File: src/rtl/writeback_ctrl.sv
// Writeback/commit stage: holds the architectural PC, retires one instruction per
// accepted handshake, and drives a registered register-file write port.

// state     | meaning
// ----------+-------------------------------------------------------------
// ST_RUN    | accepting commits (in_ready=1)
// ST_HALTED | halt retired; upstream ignored until redirect_valid or reset
module writeback_ctrl #(
   parameter int                   WIDTH    = 32,
   parameter int                   RA_W     = 5,
   parameter logic [WIDTH-1:0]     RESET_PC = '0,
   parameter int                   CNT_W    = 16
) (
   input  logic                    clk,
   input  logic                    rstd,
   input  logic                    in_valid,
   output logic                    in_ready,
   input  logic [WIDTH-1:0]        nextpc,
   input  logic                    wb_en,
   input  logic [RA_W-1:0]         wb_addr,
   input  logic [WIDTH-1:0]        wb_data,
   input  logic                    halt,
   input  logic                    redirect_valid,
   input  logic [WIDTH-1:0]        redirect_pc,
   output logic [WIDTH-1:0]        pc,
   output logic                    rf_we,
   output logic [RA_W-1:0]         rf_waddr,
   output logic [WIDTH-1:0]        rf_wdata,
   output logic [CNT_W-1:0]        retired,
   output logic                    halted
);

   typedef enum logic {
      ST_RUN    = 1'b0,
      ST_HALTED = 1'b1
   } state_t;

   state_t             r_state;
   logic [WIDTH-1:0]   r_pc;
   logic               r_rf_we;
   logic [RA_W-1:0]    r_rf_waddr;
   logic [WIDTH-1:0]   r_rf_wdata;
   logic [CNT_W-1:0]   r_retired;
   logic               w_commit;

   assign w_commit = in_valid & (r_state == ST_RUN);

   always_ff @(posedge clk or negedge rstd) begin
      if (!rstd) begin
         r_state    <= ST_RUN;
         r_pc       <= RESET_PC;
         r_rf_we    <= 1'b0;
         r_rf_waddr <= '0;
         r_rf_wdata <= '0;
         r_retired  <= '0;
      end else begin
         r_rf_we <= 1'b0;
         if (w_commit) begin
            r_retired  <= r_retired + CNT_W'(1);
            r_rf_we    <= wb_en & (wb_addr != '0);
            r_rf_waddr <= wb_addr;
            r_rf_wdata <= wb_data;
         end

         // Redirect overrides the sequential PC even when a commit lands on the same edge
         if (redirect_valid)
            r_pc <= redirect_pc;
         else if (w_commit)
            r_pc <= nextpc;

         case (r_state)
            ST_RUN:    if (w_commit && halt) r_state <= ST_HALTED;
            ST_HALTED: if (redirect_valid)   r_state <= ST_RUN;
            default:                         r_state <= ST_RUN;
         endcase
      end
   end

   assign in_ready = (r_state == ST_RUN);
   assign halted   = (r_state == ST_HALTED);
   assign pc       = r_pc;
   assign rf_we    = r_rf_we;
   assign rf_waddr = r_rf_waddr;
   assign rf_wdata = r_rf_wdata;
   assign retired  = r_retired;

endmodule
File: config.mk
export PLATFORM = sky130hd
export DESIGN_NAME = writeback_ctrl
export DESIGN_NICKNAME = d
export VERILOG_FILES = /design/src/rtl/writeback_ctrl.sv
export SDC_FILE = /design/constraint.sdc
export NUM_CORES = 1
export LEC_CHECK = 0
export BUFFER_PORTS_ARGS = -buffer_cell sky130_fd_sc_hd__buf_4
export CORE_MARGIN = 2
export CORE_UTILIZATION = 48
export DETAILED_ROUTE_END_ITERATION = 10
export GPL_TIMING_DRIVEN = 0
export PLACE_DENSITY = 0.85
export SETUP_SLACK_MARGIN = 0.1
export SYNTH_ARGS = -nofsm -noshare
export SYNTH_HDL_FRONTEND = slang
export SYNTH_SLANG_ARGS = --single-unit
File: constraint.sdc
create_clock -name clk -period 3.5 [get_ports clk]
set_input_delay 0.7 -clock clk [delete_from_list [all_inputs] [get_ports clk]]
set_output_delay 0.7 -clock clk [all_outputs]
set_load 0.02 [all_outputs]
==> qor.csv, run 1 <==
stage,metric,value,unit
critical_path,required,2800,ps
synth,synth_edf_count,0,
timing,rsz0062_at_grt,no,
pwr,power.density,513,nW/um^2
synth,syn_area,3630,um^2
synth,synth_compound_area_share,4.82,%
route,viasPerCell,4.95,
synth,synth_cells,362,
critical_path,path_class,flop to output pin,
route,routed_wl,10100,um
route,drc,0,
synth,yosysWarnings,0,
clocking,cts_max_level,3,
timing,fin_ws,1760,ps
synth,ys_ff_latch,87,
cells_and_area,area_delta_synth_final,48.7,%
synth,synthAdderAreaFrac,0.344,%
worst_hold_path,hp-start,rf_wdata[29]$_DFFE_PN0P_,
route,drtIter0Drc,106,
synth,ys_types,25,
global_routing,grt_pass1_vias,3499,
critical_path,cp-start-kind,flop,
critical_path,critPathBufInv,1,
critical_path,cp-startpoint,retired[0]$_DFFE_PN0P_,
timing,max_freq,0.576,GHz
critical_path,crit_family,flip-flops,
cells_and_area,drive_above_1_share,38.9,%
clocking,post_cts.repair.setup_buffers,0,
clocking,cts_hold_buf,0,
floorplan,core,7290,um^2
timing,setup_viol,0,
global_routing,gr-total-overflow,0,
timing,fin_crit,1740,ps
route,drt-wirelength-per-cell,15.1,um
timing,finalCritPeriodShare,49.6,%
placement,pre_cts_ws,1680,ps
clocking,numCtsBuffers,9,
pwr,ir_drop,0.000218,V
global_routing,grt_max_degree,88,
critical_path,critPathCaptureType,output pin,
floorplan,die-area,8280,um^2
synth,ys_async_sr_fraction,100,%
status,status,"complete, no violations",
timing,fin_skew,6.72,ps
critical_path,rr_startpoint,halted$_DFF_PN0_,
worst_hold_path,hold_end,rf_wdata[29]$_DFFE_PN0P_,
clocking,cts_tree,yes,
floorplan,dieWidth,91.0,um
cells_and_area,multi_input_area,1340,um^2
critical_path,cp_slowest_cell,dfrtp_1,
synth,yosysMostFrequentCell,nand2_1,
critical_path,worstPathCellList,buf_4,
clocking,post_cts_resized,0,
placement,dp_hpwl,7640,um
timing,drv_slew,0,
worst_hold_path,worstHoldPathCells,2,
cells_and_area,final_cell_area,5400,um^2
timing,finalSetupTns,0,ps
floorplan,die_height,91.0,um
synth,synth_fp_nets,470,
route,final_antenna_net_count,0,
synth,avgSynthCellArea,10.0,um^2
timing,slew_headroom,27.8,%
cells_and_area,nets,674,
critical_path,r2r_slack,2100,ps
clocking,root_buffer,clkbuf_8,
synth,synth_top_area_share,59.9,%
route,routed-via-count,3314,
timing,hold_violations,0,
clocking,clk_pin_slew,90,ps
synth,seq_area_frac_synth,59.9,%
synth,synthMuxAreaShare,8.82,%
synth,synthTopCellsByArea,"dfrtp_1, nand2_1, mux2i_1",
placement,io_buffers,193,
placement,gp_congestion,0.807,
flow_run,drv_cap,0,
global_routing,antenna_found_initial,0,
critical_path,cpPeakStageDelay,480,ps
cells_and_area,fillers,537,
global_routing,grt.total_usage,25.2,%
synth,yosysTopAreaCell,dfrtp_1,
synth,synthXorXnorAreaFrac,3.62,%
synth,synthSimpleGateAreaFrac,19.2,%
cells_and_area,seq_area,2180,um^2
critical_path,worstReg2RegEnd,pc[6]$_DFFE_PN0P_,
global_routing,grt_first_pass_wirelength,16600,um
timing,whs,481,ps
route,drt-pass1-iter-count,6,
synth,synth_top_family_by_area,simple AND/OR/NAND/NOR gates,
worst_hold_path,hold_class,flop to flop,
clocking,cts.sinks,87,
synth,synth_common_cells,"nand2_1, dfrtp_1, mux2i_1",
pwr,power_leakage,0.00287,uW
cells_and_area,antenna_cells,0,
critical_path,crit_arrival,1040,ps
floorplan,initial_core_util,49.8,%
floorplan,rows,31,
placement,place_area,5200,um^2
synth,ys.flop_type,dfrtp_1,
critical_path,reg2reg_depth,6,
clocking,clk_latency,350,ps
floorplan,io_pins,195,
clocking,cts_buffer_depth,2,
critical_path,critPathMaxFanout,6,
timing,worst_pin_slew,1080,ps
[layout make-up]
cell class / instances / area share, %
plain buffers: 20 / 2.13
well taps: 99 / 2.29
clock inverters: 7 / 1.34
clock buffers: 9 / 2.29
inverters: 1 / 0.0695
repair buffers: 193 / 26.8
flip-flops and latches: 87 / 40.3
multi-input cells: 254 / 24.7
[worst max-delay path by stage]
stage,endpoint,slack (ps),cells after the start
6_report,retired[0],1760,1
3_3_place_gp,pc[6]$_DFFE_PN0P_,1720,7
4_1_cts,in_ready,1760,2
2_1_floorplan,pc[0]$_DFFE_PN0P_,1920,6
3_5_place_dp,pc[6]$_DFFE_PN0P_,1680,7
5_1_grt,in_ready,1710,2
[per-layer routing]
layer | up-vias | global-route usage, % | share of wire (%)
met5 | - | 0 | 0
met4 | 0 | 9.72 | 2.0
met3 | 16 | 6.64 | 7.9
met2 | 140 | 44.1 | 52
met1 | 1579 | 29.4 | 38
li1 | 1579 | - | -
[state kept, by name, summed over array words and instances, names as in the netlist]
| name | cells |
|---|---|
| halted | 1 |
| pc | 32 |
| retired | 16 |
| rf_waddr | 5 |
| rf_wdata | 32 |
| rf_we | 1 |
[cell usage in the layout (no fill, tap or decap), types with 6 or more instances in the layout]
cell      synthesis  layout
nand4_1           6       6
nand2_1         152     152
xnor2_1          13      13
clkbuf_8          0       9
clkbuf_1          9       9
o21ai_1          10      10
buf_2             7       7
buf_4             2     195
o21ai_0          23      23
mux2i_1          32      32
dfrtp_1          87      87
[kinds of logic (layout without fill, tap and decap cells)]
family                   Yosys count  after routing
AND/OR/NAND/NOR                  172            172
flip-flops                        87             87
AO/OA/AOI/OAI                     34             34
multiplexers                      32             32
buffers and inverters             21            230
XOR/XNOR                          15             15
adder cells (fa/ha/maj)            1              1
[where the power goes]
| part | internal, uW | switching, uW |
|---|---|---|
| Clock | 331 | 368 |
| Combinational | 369 | 435 |
| Sequential | 1150 | 120 |
| Total | 1850 | 922 |
[stage by stage]
step	util, %	power [uW]	cells
5_1_grt	74.1	2910	670
4_1_cts	74.1	2790	670
6_report	74.1	2770	670
3_3_place_gp	71.4	2060	654
3_5_place_dp	71.4	2090	654
2_1_floorplan	-	1660	362
Note: power is estimated with default switching activity, not from simulation.
==> run 2: changes to the inputs <==
ABC_AREA = 1   (was not set)
CORE_UTILIZATION = 41   (was 48)
PLACE_DENSITY = 0.77   (was 0.85)
clock period = 1.4 ns   (was 3.5 ns; I/O delays follow)
==> run 2 against run 1 <==
  * Register-to-register slack lost 2000 ps
  * Sequential power grew to 2.5 times the previous value
  * Via count increased by 13%
  * Critical endpoint is now retired[9]$_DFFE_PN0P_
  * Die area is 20% higher
  * Cell count up 14%
  * Critical path type is now flop to flop
  * Sequential share of layout area down 1.9 points
  * Largest power group unchanged
  * Combinational power grew to 2.7 times the previous value
  * Worst setup slack lost 1700 ps
==> qor.csv, run 2 <==
stage,metric,value,unit,change
clocking,cts_buffer_depth,2,,unchanged
synth,ys_ff_latch,87,,unchanged
synth,synthSimpleGateAreaFrac,33.5,%,was 19.2%
route,viasPerCell,4.87,,was 4.95
critical_path,crit_arrival,1540,ps,was 1040 ps
synth,syn_area,3740,um^2,was 3630 um^2
pwr,power_leakage,0.00310,uW,was 0.00287 uW
clocking,cts_tree,yes,,unchanged
clocking,clk_latency,340,ps,was 350 ps
synth,synthAdderAreaFrac,0.335,%,was 0.344%
floorplan,core,8760,um^2,was 7290 um^2
flow_run,drv_cap,0,,unchanged
critical_path,crit_family,flip-flops,,unchanged
clocking,numCtsBuffers,9,,unchanged
global_routing,grt_pass1_vias,3779,,was 3499
synth,synthTopCellsByArea,"dfrtp_1, nand2_1, nand3_1",,"was dfrtp_1, nand2_1, mux2i_1"
timing,drv_slew,0,,unchanged
synth,ys_types,21,,was 25
timing,rsz0062_at_grt,yes,,was no
synth,yosysTopAreaCell,dfrtp_1,,unchanged
timing,finalSetupTns,0,ps,unchanged
placement,io_buffers,193,,unchanged
clocking,cts_hold_buf,0,,unchanged
timing,worst_pin_slew,1100,ps,was 1080 ps
placement,place_area,5330,um^2,was 5200 um^2
synth,synth_common_cells,"nand2_1, dfrtp_1, nand3_1",,"was nand2_1, dfrtp_1, mux2i_1"
global_routing,gr-total-overflow,0,,unchanged
synth,synth_cells,446,,was 362
route,final_antenna_net_count,0,,unchanged
synth,yosysWarnings,0,,unchanged
cells_and_area,multi_input_area,1450,um^2,was 1340 um^2
critical_path,cpPeakStageDelay,430,ps,was 480 ps
synth,seq_area_frac_synth,58.2,%,was 59.9%
floorplan,dieWidth,99.5,um,was 91.0 um
synth,synth_compound_area_share,0.401,%,was 4.82%
worst_hold_path,hold_class,input pin to async pin,,was flop to flop
timing,hold_violations,0,,unchanged
floorplan,initial_core_util,42.7,%,was 49.8%
synth,synth_edf_count,0,,unchanged
pwr,ir_drop,0.000492,V,was 0.000218 V
cells_and_area,final_cell_area,5690,um^2,was 5400 um^2
global_routing,grt_first_pass_wirelength,17600,um,was 16600 um
synth,synthMuxAreaShare,0,%,was 8.82%
timing,max_freq,0.769,GHz,
synth,ys_async_sr_fraction,100,%,unchanged
placement,gp_congestion,0.833,,was 0.807
route,drt-pass1-iter-count,4,,was 6
critical_path,worstPathCellList,inv_4 > nand2_8 > clkinv_8 > buf_12 > nand2_4 > nor2_4 > xnor2_1 > inv_1,,was buf_4
route,drc,0,,unchanged
clocking,root_buffer,clkbuf_8,,unchanged
synth,synth_top_area_share,58.2,%,was 59.9%
timing,finalCritPeriodShare,92.9,%,
synth,ys.flop_type,dfrtp_1,,unchanged
timing,fin_crit,1300,ps,
route,routed_wl,11000,um,was 10100 um
clocking,cts.sinks,87,,unchanged
route,routed-via-count,3732,,was 3314
cells_and_area,area_delta_synth_final,52.1,%,was 48.7%
route,drt-wirelength-per-cell,14.3,um,was 15.1 um
timing,fin_skew,11.9,ps,was 6.72 ps
cells_and_area,fillers,732,,was 537
timing,setup_viol,0,,unchanged
critical_path,cp-start-kind,flop,,unchanged
cells_and_area,seq_area,2180,um^2,about the same
synth,yosysMostFrequentCell,nand2_1,,unchanged
cells_and_area,mostFrequentLayoutCell,buf_4,,unchanged
critical_path,path_class,flop to flop,,was flop to output pin
cells_and_area,drive_above_1_share,37.8,%,was 38.9%
global_routing,antenna_found_initial,0,,unchanged
route,drtIter0Drc,96,,was 106
synth,avgSynthCellArea,8.39,um^2,was 10.0 um^2
cells_and_area,nets,762,,was 674
clocking,clk_pin_slew,90,ps,about the same
synth,synth_top_family_by_area,simple AND/OR/NAND/NOR gates,,unchanged
critical_path,cp_slowest_cell,dfrtp_2,,was dfrtp_1
cells_and_area,final_cell_mix,"buf_4, nand2_1, dfrtp_1, nand3_1, inv_1",,"was buf_4, nand2_1, dfrtp_1, mux2i_1, o21ai_0"
cells_and_area,antenna_cells,0,,unchanged
critical_path,required,1640,ps,was 2800 ps
critical_path,critPathBufInv,4,,was 1
timing,slew_headroom,26.9,%,was 27.8%
pwr,power.density,1230,nW/um^2,was 513 nW/um^2
global_routing,grt_max_degree,88,,unchanged
global_routing,grt.total_usage,22.2,%,was 25.2%
floorplan,die-area,9900,um^2,was 8280 um^2
synth,synthXorXnorAreaFrac,2.34,%,was 3.62%
critical_path,critPathCaptureType,flop,,was output pin
critical_path,critPathMaxFanout,8,,was 6
synth,synth_fp_nets,554,,was 470
floorplan,io_pins,195,,unchanged
status,status,"complete, no violations",,unchanged
floorplan,rows,34,,was 31
floorplan,die_height,99.5,um,was 91.0 um
clocking,cts_max_level,3,,unchanged
placement,dp_hpwl,8120,um,was 7640 um
run 2: changes by cell type in the layout (fill, tap and decap cells not counted), moves of 4 or more:
cell and delta:
nand3_1 +63, nand2_1 +48, mux2i_1 -32, inv_1 +20
o21ai_0 -20, o21ai_1 -10, xnor2_1 -10, nor2_1 +9
buf_4 +6, nor2_4 +5, xor2_1 +5, dfrtp_1 -4
dfrtp_2 +4
run 2: worst paths after layout:
check	from	end	slack [ps]	cells after the start
setup reg to reg	halted$_DFF_PN0_	retired[9]$_DFFE_PN0P_	100	8
max in group asynchronous	rstd	halted$_DFF_PN0_	500	1
hold / removal	rstd	retired[14]$_DFFE_PN0P_	120	1
min in group clk	wb_data[1]	rf_wdata[1]$_DFFE_PN0P_	120	3
setup / recovery	halted$_DFF_PN0_	retired[9]$_DFFE_PN0P_	100	8
hold reg to reg	rf_wdata[17]$_DFFE_PN0P_	rf_wdata[17]$_DFFE_PN0P_	490	2
run 2: timing repair:
item	CTS	global route
resized for setup	12	27
endpoints found under the hold margin	0	0
pin swaps	5	6
buffers inserted	1	2
setup endpoints to repair	62	76
cloned	0	1
run 2: kinds of logic after synthesis:
group	Yosys count
simple gates	300
buf+inv	45
flops	87
xor+xnor	10
fa+ha+maj	1
compound gates	3
run 2: where the power goes:
group	internal, uW	switching, uW	total (uW)
Sequential	2890	305	3190
Clock	699	891	1590
Combinational	982	1210	2190
run 2: through the flow:
step           util [%]  cells  worst slack (ps)  hold WS (ps)  power (uW)
6_report           64.9    767              98.9           118        6970
5_1_grt            64.9    767              5.39           118        7360
4_1_cts            63.4    764              72.4           108        6960
3_5_place_dp       60.8    747              7.09           467        5280
3_3_place_gp       60.8    747              50.6           463        5230
2_1_floorplan         -    446               120         -15.6        4190
run 2: final cells by class:
class / instances / share of cell area, %
Inverter: 23 / 1.78
Clock buffer: 12 / 2.55
Clock inverter: 4 / 0.550
Timing Repair Buffer: 197 / 26.3
Tap cell: 108 / 2.38
Buffer: 22 / 2.64
Multi-Input combinational cell: 314 / 25.4
Sequential cell: 87 / 38.4
run 2: layer usage:
metal / track usage (%) / part of all wire, %
met3: 5.41 / 8.4
met5: 0 / 0
met2: 39.6 / 51
met4: 6.11 / 1.3
met1: 26.9 / 39
==> run 3: changes to the inputs <==
BUFFER_PORTS_ARGS = -buffer_cell sky130_fd_sc_hd__buf_2   (was -buffer_cell sky130_fd_sc_hd__buf_4)
CTS_CLUSTER_SIZE = 30   (was not set)
==> run 3 against run 2 <==
  * Non-clock buffer count grew 8
  * Combinational power down 6%
  * Clock skew down 0.74 ps
  * Via count is 0.32% higher
  * Critical endpoint is now retired[0]
  * Flip-flop and latch count is the same
  * Count of clock-buffer cells in the layout unchanged
  * First-iteration DRC count is 59% higher
  * Final area is 6.2% lower
  * Largest power group unchanged
  * Total power is 1.2% higher
  * Sequential power is essentially flat
==> qor.csv, run 3 (same netlist as run 2, synthesis figures left out) <==
stage,metric,value,unit,change
status,status,"complete, no violations",,unchanged
cells_and_area,nets,770,,was 762
placement,io_buffers,193,,unchanged
floorplan,die-area,9900,um^2,unchanged
cells_and_area,antenna_cells,0,,unchanged
critical_path,cp-start-kind,flop,,unchanged
global_routing,antenna_found_initial,0,,unchanged
floorplan,core,8760,um^2,unchanged
route,drc,0,,unchanged
worst_hold_path,hold_class,input pin to flop,,was input pin to async pin
clocking,numCtsBuffers,9,,unchanged
cells_and_area,drive_above_1_share,38.1,%,was 37.8%
floorplan,die_height,99.5,um,unchanged
pwr,ir_drop,0.000610,V,was 0.000492 V
timing,finalCritPeriodShare,94.6,%,was 92.9%
critical_path,reg2reg_depth,9,,was 8
global_routing,gr-total-overflow,0,,unchanged
route,drt-wirelength-per-cell,13.7,um,was 14.3 um
cells_and_area,final_cell_mix,"nand2_1, buf_2, dfrtp_1, nand3_1, inv_1",,"was buf_4, nand2_1, dfrtp_1, nand3_1, inv_1"
placement,gp_congestion,0.832,,was 0.833
floorplan,rows,34,,unchanged
clocking,root_buffer,clkbuf_8,,unchanged
global_routing,grt.total_usage,21.2,%,was 22.2%
cells_and_area,multi_input_area,1450,um^2,about the same
pwr,power_leakage,0.00302,uW,was 0.00310 uW
cells_and_area,fillers,796,,was 732
route,viasPerCell,4.83,,was 4.87
cells_and_area,mostFrequentLayoutCell,nand2_1,,was buf_4
flow_run,drv_cap,0,,unchanged
critical_path,required,1120,ps,was 1640 ps
critical_path,path_class,flop to output pin,,was flop to flop
global_routing,grt_max_degree,45,,was 88
floorplan,initial_core_util,42.7,%,unchanged
global_routing,grt_first_pass_wirelength,16900,um,was 17600 um
timing,slew_headroom,60.5,%,was 26.9%
timing,hold_violations,0,,unchanged
floorplan,io_pins,195,,unchanged
clocking,cts_tree,yes,,unchanged
timing,finalSetupTns,0,ps,unchanged
timing,setup_viol,0,,unchanged
cells_and_area,final_core_util,60.9,%,was 64.9%
timing,whs,128,ps,was 118 ps
timing,rsz0062_at_grt,yes,,unchanged
clocking,clk_pin_slew,90,ps,about the same
clocking,cts_max_level,3,,unchanged
cells_and_area,area_delta_synth_final,42.6,%,was 52.1%
critical_path,crit_arrival,1040,ps,was 1540 ps
route,routed-via-count,3744,,was 3732
worst_hold_path,worstHoldPathCells,3,,
placement,placedCellCount,748,,was 747
floorplan,dieWidth,99.5,um,unchanged
clocking,clk_latency,340,ps,about the same
clocking,cts_buffer_depth,2,,unchanged
route,drt-pass1-iter-count,4,,unchanged
placement,dp_hpwl,7870,um,was 8120 um
timing,fin_skew,11.1,ps,was 11.9 ps
clocking,cts.sinks,87,,unchanged
critical_path,critPathCaptureType,output pin,,was flop
route,routed_wl,10700,um,was 11000 um
placement,pre_cts_ws,23.4,ps,was 7.09 ps
timing,drv_slew,0,,unchanged
cells_and_area,seq_area,2180,um^2,unchanged
timing,worst_pin_slew,593,ps,was 1100 ps
timing,max_freq,0.755,GHz,was 0.769 GHz
route,final_antenna_net_count,0,,unchanged
route,drtIter0Drc,153,,was 96
timing,fin_crit,1320,ps,was 1300 ps
timing,fin_ws,75.1,ps,was 98.9 ps
cells_and_area,final_cells,775,,was 767
global_routing,grt_pass1_vias,3607,,was 3779
critical_path,critPathMaxFanout,3,,was 8
pwr,power.density,1320,nW/um^2,was 1230 nW/um^2
-- run 3: path summary, 6_finish.rpt --
kind                                          start                  endpoint  slack (ps)
max in group asynchronous                      rstd         pc[5]$_DFFE_PN0P_         280
min                                      wb_data[4]   rf_wdata[4]$_DFFE_PN0P_         130
min reg2reg                rf_wdata[27]$_DFFE_PN0P_  rf_wdata[27]$_DFFE_PN0P_         480
max reg2reg                        halted$_DFF_PN0_   retired[13]$_DFFE_PN0P_         110
min in group asynchronous                      rstd   retired[12]$_DFFE_PN0P_         480
max                          retired[0]$_DFFE_PN0P_                retired[0]          80
-- run 3: stage by stage --
stage	area, um^2	power [uW]
finish	5330	7050
global route	5330	7430
CTS	5130	6850
detailed placement	4870	4970
global placement	4850	4920
floorplan	3750	4190
-- run 3: final cells by class --
| type | instances | share of cell area [%] |
|---|---|---|
| clock buffers | 12 | 2.91 |
| clock inverters | 4 | 1.01 |
| well taps | 108 | 2.53 |
| flip-flops and latches | 87 | 40.9 |
| multi-input cells | 314 | 27.1 |
| plain buffers | 22 | 2.67 |
| repair buffers | 205 | 20.9 |
| inverters | 23 | 1.90 |
-- run 3: metal layers --
metal  global-route usage [%]  wire length (um)
met4                     6.11               130
met3                     4.29               795
met1                     26.4              4250
met5                        0                 0
met2                     37.3              5480
-- run 3: report_power, final --
group	leakage [uW]	internal, uW	switching, uW
Combinational	0.00186	813	1240
Clock	0.0000988	928	888
Sequential	0.00106	2880	295
-- run 3: what timing repair did --
action / in CTS / in global routing
resized for setup: 12 / 31
setup buffers: 2 / 7
hold buffers: 1 / 0
pin swaps: 1 / 8
setup endpoints to repair: 66 / 76
endpoints found under the hold margin: 43 / 0
cloned: 0 / 1
-- run 3: critical path: stages (launching register included) --
cell	delay (ps)
dfrtp_2	460
buf_6	130
buf_6	120
